[config.mk]
export PLATFORM = sky130hd
export DESIGN_NAME = pin_verifier
export DESIGN_NICKNAME = d
export VERILOG_FILES = /design/src/rtl/atm_pkg.sv /design/src/rtl/pin_entry_shreg.sv /design/src/rtl/pin_verifier.sv
export SDC_FILE = /design/constraint.sdc
export NUM_CORES = 1
export LEC_CHECK = 0
export ABC_AREA = 0
export BUFFER_PORTS_ARGS = -buffer_cell sky130_fd_sc_hd__clkbuf_2
export CORE_ASPECT_RATIO = 0.6
export CORE_MARGIN = 2
export CORE_UTILIZATION = 50
export DETAILED_ROUTE_END_ITERATION = 12
export PLACE_DENSITY = 0.78
export SYNTH_ARGS = -nofsm -noshare
export SYNTH_HDL_FRONTEND = slang
export SYNTH_SLANG_ARGS = --single-unit
export TNS_END_PERCENT = 1
[constraint.sdc]
create_clock -name clk -period 5.96 [get_ports clk]
set_input_delay 0.298 -clock clk [delete_from_list [all_inputs] [get_ports clk]]
set_output_delay 0.298 -clock clk [all_outputs]
set_load 0.02 [all_outputs]
[src/rtl/atm_pkg.sv]
// Shared types and constants for the ATM card/PIN datapath.
// Holds the PIN verifier state encoding and its default limits.
package atm_pkg;

    typedef enum logic [2:0] {
        IDLE,
        ENTRY,
        CHECK,
        WRONG,
        GRANTED,
        LOCKED
    } pin_state_t;

    localparam int PIN_DIGITS      = 4;
    localparam int PIN_MAX_TRIES   = 3;
    localparam int PIN_TIMEOUT_CYC = 1000;

    localparam logic [3:0] BCD_MAX = 4'd9;

    function automatic logic is_bcd(input logic [3:0] d);
        return d <= BCD_MAX;
    endfunction

endpackage

[src/rtl/pin_entry_shreg.sv]
// Keypad digit collector: shifts legal BCD digits in MS-first and counts them,
// saturating at DIGITS; illegal or surplus digits are dropped.
module pin_entry_shreg
    import atm_pkg::*;
#(
    parameter int P_WIDTH = 16,
    parameter int DIGITS  = PIN_DIGITS
) (
    input  logic               clk,
    input  logic               rst,
    input  logic               clear,
    input  logic               shift,
    input  logic [3:0]         digit,
    output logic [P_WIDTH-1:0] entry,
    output logic [2:0]         count,
    output logic               accepted
);

    assign accepted = shift && is_bcd(digit) && (count < 3'(DIGITS));

    // NOTE: sequential state uses non-blocking assignments so every register
    // samples the pre-edge values, independent of statement order.
    always_ff @(posedge clk) begin
        if (rst || clear) begin
            entry <= '0;
            count <= '0;
        end else if (accepted) begin
            entry <= {entry[P_WIDTH-5:0], digit};
            count <= count + 3'd1;
        end
    end

endmodule

[src/rtl/pin_verifier.sv]
// PIN verifier: collects a keypad PIN, compares it with the card's stored
// password, limits retries and grants access or retains the card.
module pin_verifier
    import atm_pkg::*;
#(
    parameter int P_WIDTH     = 16,
    parameter int DIGITS      = PIN_DIGITS,
    parameter int MAX_TRIES   = PIN_MAX_TRIES,
    parameter int TIMEOUT_CYC = PIN_TIMEOUT_CYC,
    parameter int T_WIDTH     = 10
) (
    input  logic               clk,
    input  logic               rst,
    input  logic [P_WIDTH-1:0] password,
    input  logic               pass_en,
    input  logic               digit_valid,
    input  logic [3:0]         digit,
    input  logic               enter,
    input  logic               cancel,
    output logic               pin_ok,
    output logic               pin_wrong,
    output logic               card_retain,
    output logic               timeout,
    output logic [2:0]         digit_count,
    output logic [1:0]         tries_left
);

    pin_state_t         state, next_state;
    logic [T_WIDTH-1:0] timer, timer_d;
    logic [1:0]         tries_d;
    logic               pin_ok_d, pin_wrong_d, card_retain_d, timeout_d;

    logic [P_WIDTH-1:0] entry;
    logic               accepted;
    logic               full, timer_hit, match, short_enter;
    logic               clear, shift;

    assign full        = (digit_count == 3'(DIGITS));
    assign timer_hit   = (timer == T_WIDTH'(TIMEOUT_CYC - 1));
    // An unknown card (password 0) can never match, even against "0000".
    assign match       = (entry == password) && (password != '0);
    assign short_enter = enter && !full;

    // The entry register must survive ENTRY->CHECK so CHECK can compare it.
    assign clear = (state == IDLE) || (state == WRONG) || (next_state == IDLE);
    assign shift = (state == ENTRY) && (next_state == ENTRY) && !enter && digit_valid;

    pin_entry_shreg #(
        .P_WIDTH(P_WIDTH),
        .DIGITS (DIGITS)
    ) u_entry (
        .clk     (clk),
        .rst     (rst),
        .clear   (clear),
        .shift   (shift),
        .digit   (digit),
        .entry   (entry),
        .count   (digit_count),
        .accepted(accepted)
    );

    always_ff @(posedge clk) begin
        if (rst) begin
            state <= IDLE;
        end else begin
            state <= next_state;
        end
    end

    // NOTE: combinational blocks assign a default first so no path leaves a
    // signal unassigned, which would otherwise infer a latch.
    always_comb begin
        next_state = state;
        case (state)
            IDLE: begin
                if (pass_en) next_state = ENTRY;
            end
            ENTRY: begin
                if (!pass_en || cancel || timer_hit) next_state = IDLE;
                else if (enter && full)              next_state = CHECK;
            end
            CHECK: begin
                if (!pass_en)           next_state = IDLE;
                else if (match)         next_state = GRANTED;
                else if (tries_left <= 2'd1) next_state = LOCKED;
                else                    next_state = WRONG;
            end
            WRONG: begin
                next_state = pass_en ? ENTRY : IDLE;
            end
            GRANTED, LOCKED: begin
                if (!pass_en) next_state = IDLE;
            end
            default: next_state = IDLE;
        endcase
    end

    // Outputs are registered from the next state, so a level drops on the
    // same edge that leaves GRANTED or LOCKED.
    always_comb begin
        pin_ok_d      = (next_state == GRANTED);
        pin_wrong_d   = (next_state == WRONG);
        card_retain_d = (next_state == LOCKED);
        timeout_d     = (state == ENTRY) && pass_en && !cancel && timer_hit;
        tries_d       = tries_left;
        timer_d       = '0;

        if (state == IDLE && next_state == ENTRY) begin
            tries_d = 2'(MAX_TRIES);
        end else if (state == CHECK && (next_state == WRONG || next_state == LOCKED)
                     && tries_left != 2'd0) begin
            tries_d = tries_left - 2'd1;
        end

        if (state == ENTRY && next_state == ENTRY && !short_enter && !accepted) begin
            timer_d = timer + T_WIDTH'(1);
        end
    end

    always_ff @(posedge clk) begin
        if (rst) begin
            timer       <= '0;
            tries_left  <= 2'(MAX_TRIES);
            pin_ok      <= 1'b0;
            pin_wrong   <= 1'b0;
            card_retain <= 1'b0;
            timeout     <= 1'b0;
        end else begin
            timer       <= timer_d;
            tries_left  <= tries_d;
            pin_ok      <= pin_ok_d;
            pin_wrong   <= pin_wrong_d;
            card_retain <= card_retain_d;
            timeout     <= timeout_d;
        end
    end

endmodule

### Word-level counts from Yosys, hierarchy flattened

Index checks and enable logic that the tools add are counted.

| operators by class | value |
|---|---|
| add/subtract/negate cells | 3 |
| magnitude comparators | 3 |
| eq/ne operators | 12 |
| muxes and demuxes | 9 |
| bitwise logic cells | 1 |
| reductions and logical operators | 35 |

Operator list:

| cell | number |
|---|---|
| $mux W3 | 7 |
| $eq A16 B16 Y1 | 1 |
| $logic_and A1 B1 Y1 | 16 |
| $reduce_bool A16 Y1 | 1 |
| $eq A3 B3 Y1 const B | 5 |
| $pmux W3 S5 | 1 |
| $add A10 B1 Y10 const B | 1 |
| $eq A10 B10 Y1 const B | 1 |
| $eq A3 B2 Y1 const B | 3 |
| $eq A3 B1 Y1 const B | 2 |
| $logic_not A1 Y1 | 6 |
| $logic_not A3 Y1 | 2 |
| $logic_or A1 B1 Y1 | 6 |
| $reduce_or A2 Y1 | 3 |
| $le A4 B4 Y1 const B | 1 |
| $add A3 B1 Y3 const B | 1 |
| $lt A3 B3 Y1 const B | 1 |
| $le A2 B1 Y1 const B | 1 |
| $reduce_bool A2 Y1 | 1 |
| $sub A2 B1 Y2 const B | 1 |
| $mux W1 | 1 |
| $not A1 Y1 | 1 |

| storage, ports and cells | value |
|---|---|
| register bits after elaboration | 38 |
| bits of input ports | 26 |
| logic and storage cells | 72 |

### Logic depth before layout (Yosys ltp)

Gate-level depths: netlist (run 1).

| logic depth | value |
|---|---|
| word-level depth | 15 |
| mapped depth | 10 |

### By module

From an unflattened synthesis (run 1), not the netlist that was laid out.

| unflattened totals | value |
|---|---|
| cells, all modules | 215 |
| area, all modules | 1893.1 um^2 |

Modules (own cells, without submodules):

| module | instances | cells an instance | area each (um^2) | sequential area each (um^2) |
|---|---|---|---|---|
| pin_verifier | 1 | 133 | 1124.8 | 380.4 |
| pin_entry_shreg | 1 | 82 | 768.2 | 380.4 |

### Worst setup path after synthesis (run 1)

OpenSTA, ideal clock, no wires.

| timing path | value |
|---|---|
| kind | register to register |
| from | register timer[0] |
| to | register u_entry.entry[10] |
| data arrival time | 1.981 ns |
| data required time | 5.846 ns |
| path slack | 3.865 ns |
| stages on the path, launching flop included | 11 |
| buffers on the path | 3 |
| clock period less this slack | 2.095 ns |
| cells stage by stage | dfxtp_1 -> ha_1 -> nand3b_1 -> or3_1 -> clkbuf_1 -> a32o_1 -> and4b_1 -> or3_1 -> buf_2 -> buf_6 -> nor2_1 |

| on the way | value |
|---|---|
| word-level cells in the longest chain between the ends | 10 |

RTL lines:

| element | RTL line | source |
|---|---|---|
| start, declared | pin_verifier.sv:29 | `logic [T_WIDTH-1:0] timer, timer_d;` |
| start signal, assigned | pin_verifier.sv:129 | `timer <= timer_d;` |
| $eq A10 B10 Y1 * | pin_verifier.sv:39 | `assign timer_hit = (timer == T_WIDTH'(TIMEOUT_CYC - 1));` |
| $logic_or A1 B1 Y1 * | pin_verifier.sv:79 | `if (!pass_en \|\| cancel \|\| timer_hit) next_state = IDLE;` |
| $mux W3 * | pin_verifier.sv:79 |  |
| $pmux W3 S5 * | pin_verifier.sv:74 | `case (state)` |
| $eq A3 B1 Y1 | pin_verifier.sv:46 | `assign shift = (state == ENTRY) && (next_state == ENTRY) && !enter && digit_valid;` |
| $logic_and A1 B1 Y1 (3 in series) | pin_verifier.sv:46 |  |
| $logic_and A1 B1 Y1 (2 in series) | pin_entry_shreg.sv:19 | `assign accepted = shift && is_bcd(digit) && (count < 3'(DIGITS));` |
| end signal, assigned | pin_entry_shreg.sv:28 | `entry <= {entry[P_WIDTH-5:0], digit};` |
| end, declared | pin_entry_shreg.sv:14 | `output logic [P_WIDTH-1:0] entry,` |

Every way passes the cells marked *; elsewhere a longest branch is shown, timed or not.
A chain may end at the register's enable or synchronous reset.

### Final worst setup path (run 1)

| timing path | value |
|---|---|
| from | register timer[0] |
| to | register u_entry.entry[13] |

Same word-level chain as after synthesis.

==> results.sh, run 1 <==
export IMPL_outcome="completed"
export IMPL_dr_pass1_iters=4
export IMPL_layout_drive_gt1_share=0.190
export IMPL_overflow=0
export IMPL_cts_tree="yes"
export IMPL_fin_tns_setup_ns=0
export IMPL_areaGrowthSynthToFinish_pct=15.6
export IMPL_hold_class="in2reg"
export IMPL_wirelength_um=3940
export IMPL_finClkSkew_ns=0.00620
export IMPL_ctsResizeCount=0
export IMPL_rr_worst_depth=7
export IMPL_timing_rr_end="u_entry.entry[13]"
export IMPL_powerDensity_nw_per_um2=215
export IMPL_cts_buffers_inserted=5
export IMPL_rsz0062_at_grt="false"
export IMPL_whs_path_depth=3
export IMPL_synth_distinct_cells=37
export IMPL_cp_max_fo=18
export IMPL_first_iter_violations=118
export IMPL_cp_arrival_ns=2.57
export IMPL_slew_viol_final=0
export IMPL_core_um2=3640
export IMPL_yosysWarnings=0
export IMPL_ir_worst_vdd_mv=0.137
export IMPL_drc=0
export IMPL_synth_nets=236
export IMPL_cp_required_ns=6.11
export IMPL_relSlewSlack=0.543
export IMPL_cts_clk_slew_worst_paths_ns=0.07
export IMPL_nets=272
export IMPL_crit_path_end_kind="flop"
export IMPL_power_mw=0.466
export IMPL_cap_violations=0
export IMPL_postCtsSetupBuffers=0
export IMPL_clk_latency_ns=0.29
export IMPL_max_freq_mhz=414
export IMPL_hpwlAfterDp_um=2930
export IMPL_die_y_um=51.4
export IMPL_r2r_start="timer[0]"
export IMPL_syn_area_um2=1870
export IMPL_worstMarginPinSlew_ns=0.684
export IMPL_setup_viol=0
export IMPL_dieArea_um2=4270
export IMPL_pin_count=35
export IMPL_cts_root_buf="clkbuf_8"
export IMPL_hold_path_end="u_entry.entry[0]"
export IMPL_hp_start="digit[0]"
export IMPL_finalCriticalPeriod_ns=2.42
export IMPL_synth_seq_cells=38
export IMPL_async_reset_ff_frac=0
export IMPL_place_congestion=0.807
export IMPL_h_tree_depth=2
export IMPL_cts_sinks=38
export IMPL_grt_pass1_vias=1410
export IMPL_die_w_um=83.0
export IMPL_track_usage=0.198
export IMPL_syn_avg_cell_area_um2=9.14
export IMPL_hold_violations=0
export IMPL_vias_per_cell=5.28
export IMPL_yosysSeqAreaShare=0.406
export IMPL_critPathLaunchType="flop"
export IMPL_antenna_found_initial=0
export IMPL_rows=17
export IMPL_synth_edf_count=0
export IMPL_start_util=0.515
export IMPL_reg2reg_slack_ns=3.54
export IMPL_grt_first_pass_wirelength_um=6640
export IMPL_antenna_left=0
export IMPL_wl_per_cell_um=13.6
export IMPL_syn_inst=205
export IMPL_hold_buffers=0
export IMPL_synth_ff_type="dfxtp_1"
export IMPL_portBuffers=34
export IMPL_clockBufferDepth=2
export IMPL_num_antenna_cells=0
export IMPL_grt_max_degree=20
export IMPL_route_vias_total=1525
export IMPL_min_period_over_period=0.405
export IMPL_critPathKind="reg2reg"
export IMPL_leakagePower_nw=0.839
critical path, stage by stage, from the launching register on:
cell	delay (ns)
dfxtp_1	0.38
ha_1	0.23
nand3b_1	0.08
or3_1	0.38
a32o_1	0.30
and4b_1	0.26
or3_1	0.51
nor2_1	0.12
cell families (layout without fill, tap and decap cells):
group	Yosys count	count (layout)	share of synthesized area
DFF	38	38	0.406
adders and majority gates	5	5	0.0334
muxes	17	17	0.0908
buffers and inverters	14	51	0.0334
xor gates and xnor gates	26	26	0.122
and+or+nand+nor	87	87	0.253
AOI/OAI and AO/OA	18	18	0.0615
stage by stage:
stage,setup slack [ns],area (µm²),std cells,hold slack [ns],utilization
after floorplan,3.86,1870,205,0.426,-
after global placement,3.71,2070,281,0.443,0.570
after detailed placement,3.56,2070,281,0.457,0.570
after CTS,3.55,2160,289,0.242,0.595
after global routing,3.35,2160,289,0.251,0.595
final,3.54,2160,289,0.244,0.595
flip-flops by register name, summed over array words and instances (netlist names):
name           count
card_retain        1
pin_ok             1
pin_wrong          1
state              3
timeout            1
timer             10
tries_left         2
u_entry.count      3
u_entry.entry     16
placed cells by master (no fill, tap or decap), types with 2 or more instances in the layout:
master | Yosys | final
a21oi_1 | 5 | 5
clkbuf_2 | 0 | 34
clkbuf_8 | 0 | 6
dfxtp_1 | 38 | 38
ha_1 | 5 | 5
inv_1 | 9 | 9
mux2i_1 | 17 | 17
nand2_1 | 6 | 6
nand3_1 | 10 | 10
nand3b_1 | 3 | 3
nand4_1 | 4 | 4
nor2_1 | 34 | 34
nor2b_1 | 2 | 2
nor3_1 | 3 | 3
nor3b_1 | 3 | 3
nor4_1 | 9 | 9
o21ai_0 | 6 | 6
o31a_1 | 2 | 2
or3_1 | 3 | 3
xnor2_1 | 4 | 4
xor2_1 | 22 | 22
area by class of cell:
cell class	count	area (µm²)
clock inverters	1	5.00
inverters	9	33.8
multi-input cells	153	1050
repair buffers	34	170
flip-flops and latches	38	761
clock buffers	7	86.3
well taps	47	58.8
fillers	318	1470
where the power goes:
group	total (mW)	switching [mW]	internal, mW
clock network	0.182	0.0886	0.0933
logic	0.0287	0.0161	0.0126
registers	0.255	0.000803	0.254
cell usage after synthesis (all sizes together), types with 2 or more instances:
cell / n / area, µm²
xor2: 22 / 193
ha: 5 / 62.6
nand3b: 3 / 22.5
nand3: 10 / 50.1
nor3: 4 / 25.0
nor2: 35 / 139
xnor2: 4 / 35.0
clkbuf: 2 / 7.51
buf: 3 / 21.3
nor3b: 5 / 53.8
dfxtp: 38 / 761
nor4: 9 / 56.3
nand4: 4 / 25.0
nand2: 6 / 22.5
o21ai: 6 / 30.0
or3: 3 / 18.8
o31a: 2 / 17.5
nor2b: 2 / 12.5
inv: 9 / 33.8
mux2i: 17 / 170
a21oi: 5 / 25.0
routing by layer:
metal  track usage  up-vias  wire (µm)
li1              -      783          -
met1         0.290      698       2110
met2         0.286       39       1570
met3        0.0517        5        233
met4        0.0574        0         24
met5             0        -          0
worst max path at each step:
stage / startpoint / endpoint / cells past startpoint
detailed placement: timer[0] / u_entry.count[0] / 7
CTS: timer[0] / u_entry.entry[13] / 7
floorplan: timer[0] / u_entry.entry[10] / 10
global route: timer[0] / u_entry.entry[3] / 7
finish: timer[0] / u_entry.entry[13] / 7
global placement: timer[0] / u_entry.count[2] / 7
(Power assumes the default switching activity.)
==> run 2, diff against run 1 <==
CORE_UTILIZATION = 49   (was 50)
PLACE_DENSITY = 0.8   (was 0.78)
clock period = 2.04 ns   (was 5.96 ns; I/O delays follow)
==> results.sh, run 2 (synthesized netlist as in run 1, its figures left out) <==
export IMPL_outcome="completed"
export IMPL_cp_required_ns=2.22
export IMPL_setup_viol=0
export IMPL_path_buf_inv=0
export IMPL_dieArea_um2=4350
export IMPL_rows=17
export IMPL_wl_per_cell_um=13.7
export IMPL_start_util=0.512
export IMPL_cpPeakStageDelay_ns=0.36
export IMPL_areaGrowthSynthToFinish_pct=24.4
export IMPL_antenna_found_initial=0
export IMPL_largest_reg_flops=16
export IMPL_regMostFlops="u_entry.entry"
export IMPL_leakagePower_nw=0.907
export IMPL_cts_root_buf="clkbuf_8"
export IMPL_vias_per_cell=5.35
export IMPL_pin_count=35
export IMPL_hpwlAfterDp_um=3060
export IMPL_clockBufferDepth=2
export IMPL_nets=284
export IMPL_num_antenna_cells=0
export IMPL_critPathLaunchType="flop"
export IMPL_first_iter_violations=66
export IMPL_crit_chain="ha_4 -> nand3b_1 -> or3_1 -> a32o_2 -> and4b_1 -> or3_4 -> nor2_1"
export IMPL_portBuffers=34
export IMPL_p_sw_frac=0.233
export IMPL_cap_violations=0
export IMPL_track_usage=0.200
export IMPL_worstMarginPinSlew_ns=0.429
export IMPL_max_freq_mhz=508
export IMPL_layout_common_cells="dfxtp_1, clkbuf_2, nor2_1"
export IMPL_cts_clk_slew_worst_paths_ns=0.07
export IMPL_clk_latency_ns=0.29
export IMPL_finalCoreUtilization=0.637
export IMPL_hold_violations=0
export IMPL_crit_slowest_cell="dfxtp_2"
export IMPL_finalCriticalPeriod_ns=1.97
export IMPL_cts_sinks=38
export IMPL_powerDensity_nw_per_um2=592
export IMPL_hold_buffers=0
export IMPL_place_inst=292
export IMPL_p_switching_mw=0.321
export IMPL_dr_pass1_iters=4
export IMPL_seqPwrFrac=0.540
export IMPL_relSlewSlack=0.714
export IMPL_p_clk_frac=0.390
export IMPL_layout_drive_gt1_share=0.291
export IMPL_combPwrFrac=0.070
export IMPL_cts_tree="yes"
export IMPL_cts_buffers_inserted=5
export IMPL_h_tree_depth=2
export IMPL_cp_arrival_ns=2.14
export IMPL_place_congestion=0.952
export IMPL_power_internal_mw=1.06
export IMPL_overflow=0
export IMPL_grt_first_pass_wirelength_um=6740
export IMPL_fin_cells=301
export IMPL_rsz0062_at_grt="true"
export IMPL_wirelength_um=4120
export IMPL_grt_max_degree=20
export IMPL_critPathKind="reg2reg"
export IMPL_core_um2=3660
export IMPL_grt_pass1_vias=1450
export IMPL_route_vias_total=1611
export IMPL_die_y_um=51.9
export IMPL_cp_max_fo=18
export IMPL_antenna_left=0
export IMPL_drc=0
export IMPL_slew_viol_final=0
export IMPL_min_period_over_period=0.965
export IMPL_crit_path_end_kind="flop"
export IMPL_die_w_um=83.8
export IMPL_reg2reg_slack_ns=0.07
export IMPL_crit_family="simple AND/OR/NAND/NOR gates"
export IMPL_hold_class="in2reg"
export IMPL_finClkSkew_ns=0.00260
export IMPL_ir_worst_vdd_mv=0.490
export IMPL_fillers=302
export IMPL_reg_top3="u_entry.entry (16), timer (10)"
==> run 2: repair_timing <==
action / in CTS / in global routing
pin swaps: 0 / 13
hold endpoints to repair: 0 / 0
setup buffers: 0 / 2
endpoints found under the setup margin: 10 / 21
resized for setup: 2 / 13
==> run 2: worst register-to-register path, cell delays in order, from the launching register on <==
cell	delay [ns]
dfxtp_2	0.36
ha_4	0.15
nand3b_1	0.08
or3_1	0.34
a32o_2	0.30
and4b_1	0.27
or3_4	0.27
nor2_1	0.09
==> run 2: worst paths after layout <==
check	cells past startpoint	endpoint	start
hold reg to reg	2	timer[9]	timer[9]
setup reg to reg	7	u_entry.entry[15]	timer[0]
hold / removal	3	u_entry.entry[3]	digit[3]
setup / recovery	7	u_entry.entry[15]	timer[0]
==> run 2: per-stage QoR <==
stage	TNS (ns)	instance area, µm²	setup slack (ns)	hold slack, ns	total power, mW
floorplan	0	1880	0.00432	0.249	0.805
global route	-0.406	2330	-0.0585	0.0895	1.44
finish	0	2330	0.0717	0.0676	1.38
global placement	0	2170	0.0387	0.349	0.851
detailed placement	0	2170	0.0142	0.358	0.852
CTS	0	2270	0.00459	0.0514	1.38
==> run 2: metal layers <==
layer	share of wire	global-route usage	vias to the layer above
met1	0.50	0.295	746
li1	-	-	814
met5	0	0	-
met4	0.012	0.0645	0
met2	0.42	0.283	44
met3	0.070	0.0524	7
==> run 2: final cells by class <==
cell class / instances / area, µm² / share of cell area
multi-input combinational: 153 / 1100 / 0.474
sequential: 38 / 766 / 0.329
timing repair buffer: 46 / 273 / 0.117
clock buffer: 6 / 82.6 / 0.0354
tap: 47 / 58.8 / 0.0252
inverter: 9 / 33.8 / 0.0145
clock inverter: 2 / 12.5 / 0.00537
==> run 2: power groups by stage <==
stage	Clock, mW	Combinational [mW]	Sequential, mW
after floorplan	0	0.0431	0.762
after detailed placement	0	0.0902	0.762
after CTS	0.545	0.0923	0.745
after global placement	0	0.0890	0.762
final	0.538	0.0966	0.745
after global routing	0.591	0.106	0.745
==> run 3, diff against run 2 <==
CORE_UTILIZATION = 50   (was 49)
PLACE_DENSITY = 0.78   (was 0.8)
clock period = 2 ns   (was 2.04 ns; I/O delays follow)
==> results.sh, run 3 (synthesized netlist as in run 1, its figures left out) <==
export IMPL_combPwrFrac=0.076
export IMPL_cts_clk_slew_worst_paths_ns=0.07
export IMPL_portBuffers=34
export IMPL_wl_per_cell_um=14.1
export IMPL_critPathKind="reg2reg"
export IMPL_outcome="completed"
export IMPL_wirelength_um=4380
export IMPL_reg_top3="u_entry.entry (16), timer (10)"
export IMPL_seqPwrFrac=0.535
export IMPL_rows=17
export IMPL_fin_tns_setup_ns=0
export IMPL_clockBufferDepth=2
export IMPL_drc=0
export IMPL_cts_tree="yes"
export IMPL_vias_per_cell=5.24
export IMPL_hpwlAfterDp_um=3100
export IMPL_powerDensity_nw_per_um2=581
export IMPL_hold_ws_ns=0.0607
export IMPL_num_antenna_cells=0
export IMPL_die_y_um=51.4
export IMPL_antenna_found_initial=0
export IMPL_slew_viol_final=0
export IMPL_grt_max_degree=19
export IMPL_clk_latency_ns=0.29
export IMPL_cp_max_fo=9
export IMPL_rsz0062_at_grt="true"
export IMPL_h_tree_depth=2
export IMPL_p_switching_mw=0.333
export IMPL_finalCriticalPeriod_ns=1.97
export IMPL_fillers=300
export IMPL_place_area_um2=2260
export IMPL_hold_violations=0
export IMPL_core_um2=3640
export IMPL_multiInputGateArea_um2=1140
export IMPL_p_clk_frac=0.389
export IMPL_place_inst=302
export IMPL_hold_buffers=0
export IMPL_route_vias_total=1630
export IMPL_cp_required_ns=2.23
export IMPL_setup_viol=0
export IMPL_largest_reg_flops=16
export IMPL_seq_area_um2=768
export IMPL_worstMarginPinSlew_ns=0.447
export IMPL_cap_violations=0
export IMPL_cts_buffers_inserted=5
export IMPL_crit_path_end_kind="flop"
export IMPL_layout_drive_gt1_share=0.333
export IMPL_power_mw=1.42
export IMPL_regMostFlops="u_entry.entry"
export IMPL_layout_common_cells="dfxtp_1, clkbuf_2, nor2_1"
export IMPL_track_usage=0.208
export IMPL_pin_count=35
export IMPL_power_internal_mw=1.08
export IMPL_hold_class="in2reg"
export IMPL_p_sw_frac=0.235
export IMPL_relSlewSlack=0.702
export IMPL_areaGrowthSynthToFinish_pct=29.9
export IMPL_ir_worst_vdd_mv=0.328
export IMPL_fin_cells=311
export IMPL_antenna_left=0
export IMPL_start_util=0.515
export IMPL_overflow=0
export IMPL_critPathLaunchType="flop"
export IMPL_stdcell_area_um2=2430
export IMPL_finClkSkew_ns=0.00525
export IMPL_cts_sinks=38
export IMPL_cp_arrival_ns=2.21
export IMPL_first_iter_violations=59
export IMPL_max_freq_mhz=507
export IMPL_dr_pass1_iters=4
export IMPL_nets=294
export IMPL_min_period_over_period=0.987
export IMPL_dieArea_um2=4270
export IMPL_grt_first_pass_wirelength_um=7020
export IMPL_place_congestion=0.905
export IMPL_cts_root_buf="clkbuf_8"
export IMPL_grt_pass1_vias=1539
export IMPL_die_w_um=83.0
export IMPL_leakagePower_nw=0.960
-- run 3: changes by cell type in the layout (fill, tap and decap cells not counted), sizes merged --
cell,delta
buf,+9
or3,+1
-- run 3: timing repair --
item | 4_1_cts | 5_1_grt
pin swaps | 1 | 15
setup buffers | 0 | 1
setup endpoints to repair | 19 | 23
cloned | 0 | 1
resized for setup | 2 | 20
-- run 3: final timing paths --
path	startpoint	to	slack [ns]	cells after the start
worst max register to register	state[1]	u_entry.entry[2]	0.03	6
worst min register to register	timer[0]	timer[0]	0.47	1
worst min-delay path	digit[0]	u_entry.entry[0]	0.06	3
worst max-delay path	state[1]	u_entry.entry[2]	0.03	6
-- run 3: area by class of cell --
type | count | share of cell area
clock buffers | 6 | 0.0339
clock inverters | 2 | 0.00514
well taps | 47 | 0.0242
multi-input cells | 154 | 0.467
repair buffers | 55 | 0.140
flip-flops and latches | 38 | 0.316
inverters | 9 | 0.0139
-- run 3: metal layers --
metal	track usage	routed length, µm
met5	0	0
met4	0.0492	28
met3	0.0533	193
met2	0.321	1950
met1	0.293	2210
-- run 3: worst max-delay path, stage by stage, from the launching register on --
cell and delay, ns:
dfxtp_4 0.37, nor3b_4 0.20, nor3b_4 0.26, a32o_2 0.23
and4b_1 0.24, or3_4 0.49, nor2_2 0.13
-- run 3: per-stage QoR --
stage          worst slack, ns   util
2_1_floorplan           0.0107      -
3_5_place_dp           -0.0150  0.621
4_1_cts              -0.000129  0.649
5_1_grt                -0.0416  0.669
3_3_place_gp            0.0347  0.621
6_report                0.0262  0.669
-- run 3: power groups by stage --
stage / Sequential (mW) / Combinational, mW / Clock [mW]
after floorplan: 0.777 / 0.0440 / 0
after global placement: 0.776 / 0.0933 / 0
after detailed placement: 0.776 / 0.0964 / 0
after CTS: 0.759 / 0.0989 / 0.561
after global routing: 0.758 / 0.117 / 0.594
final: 0.757 / 0.107 / 0.550
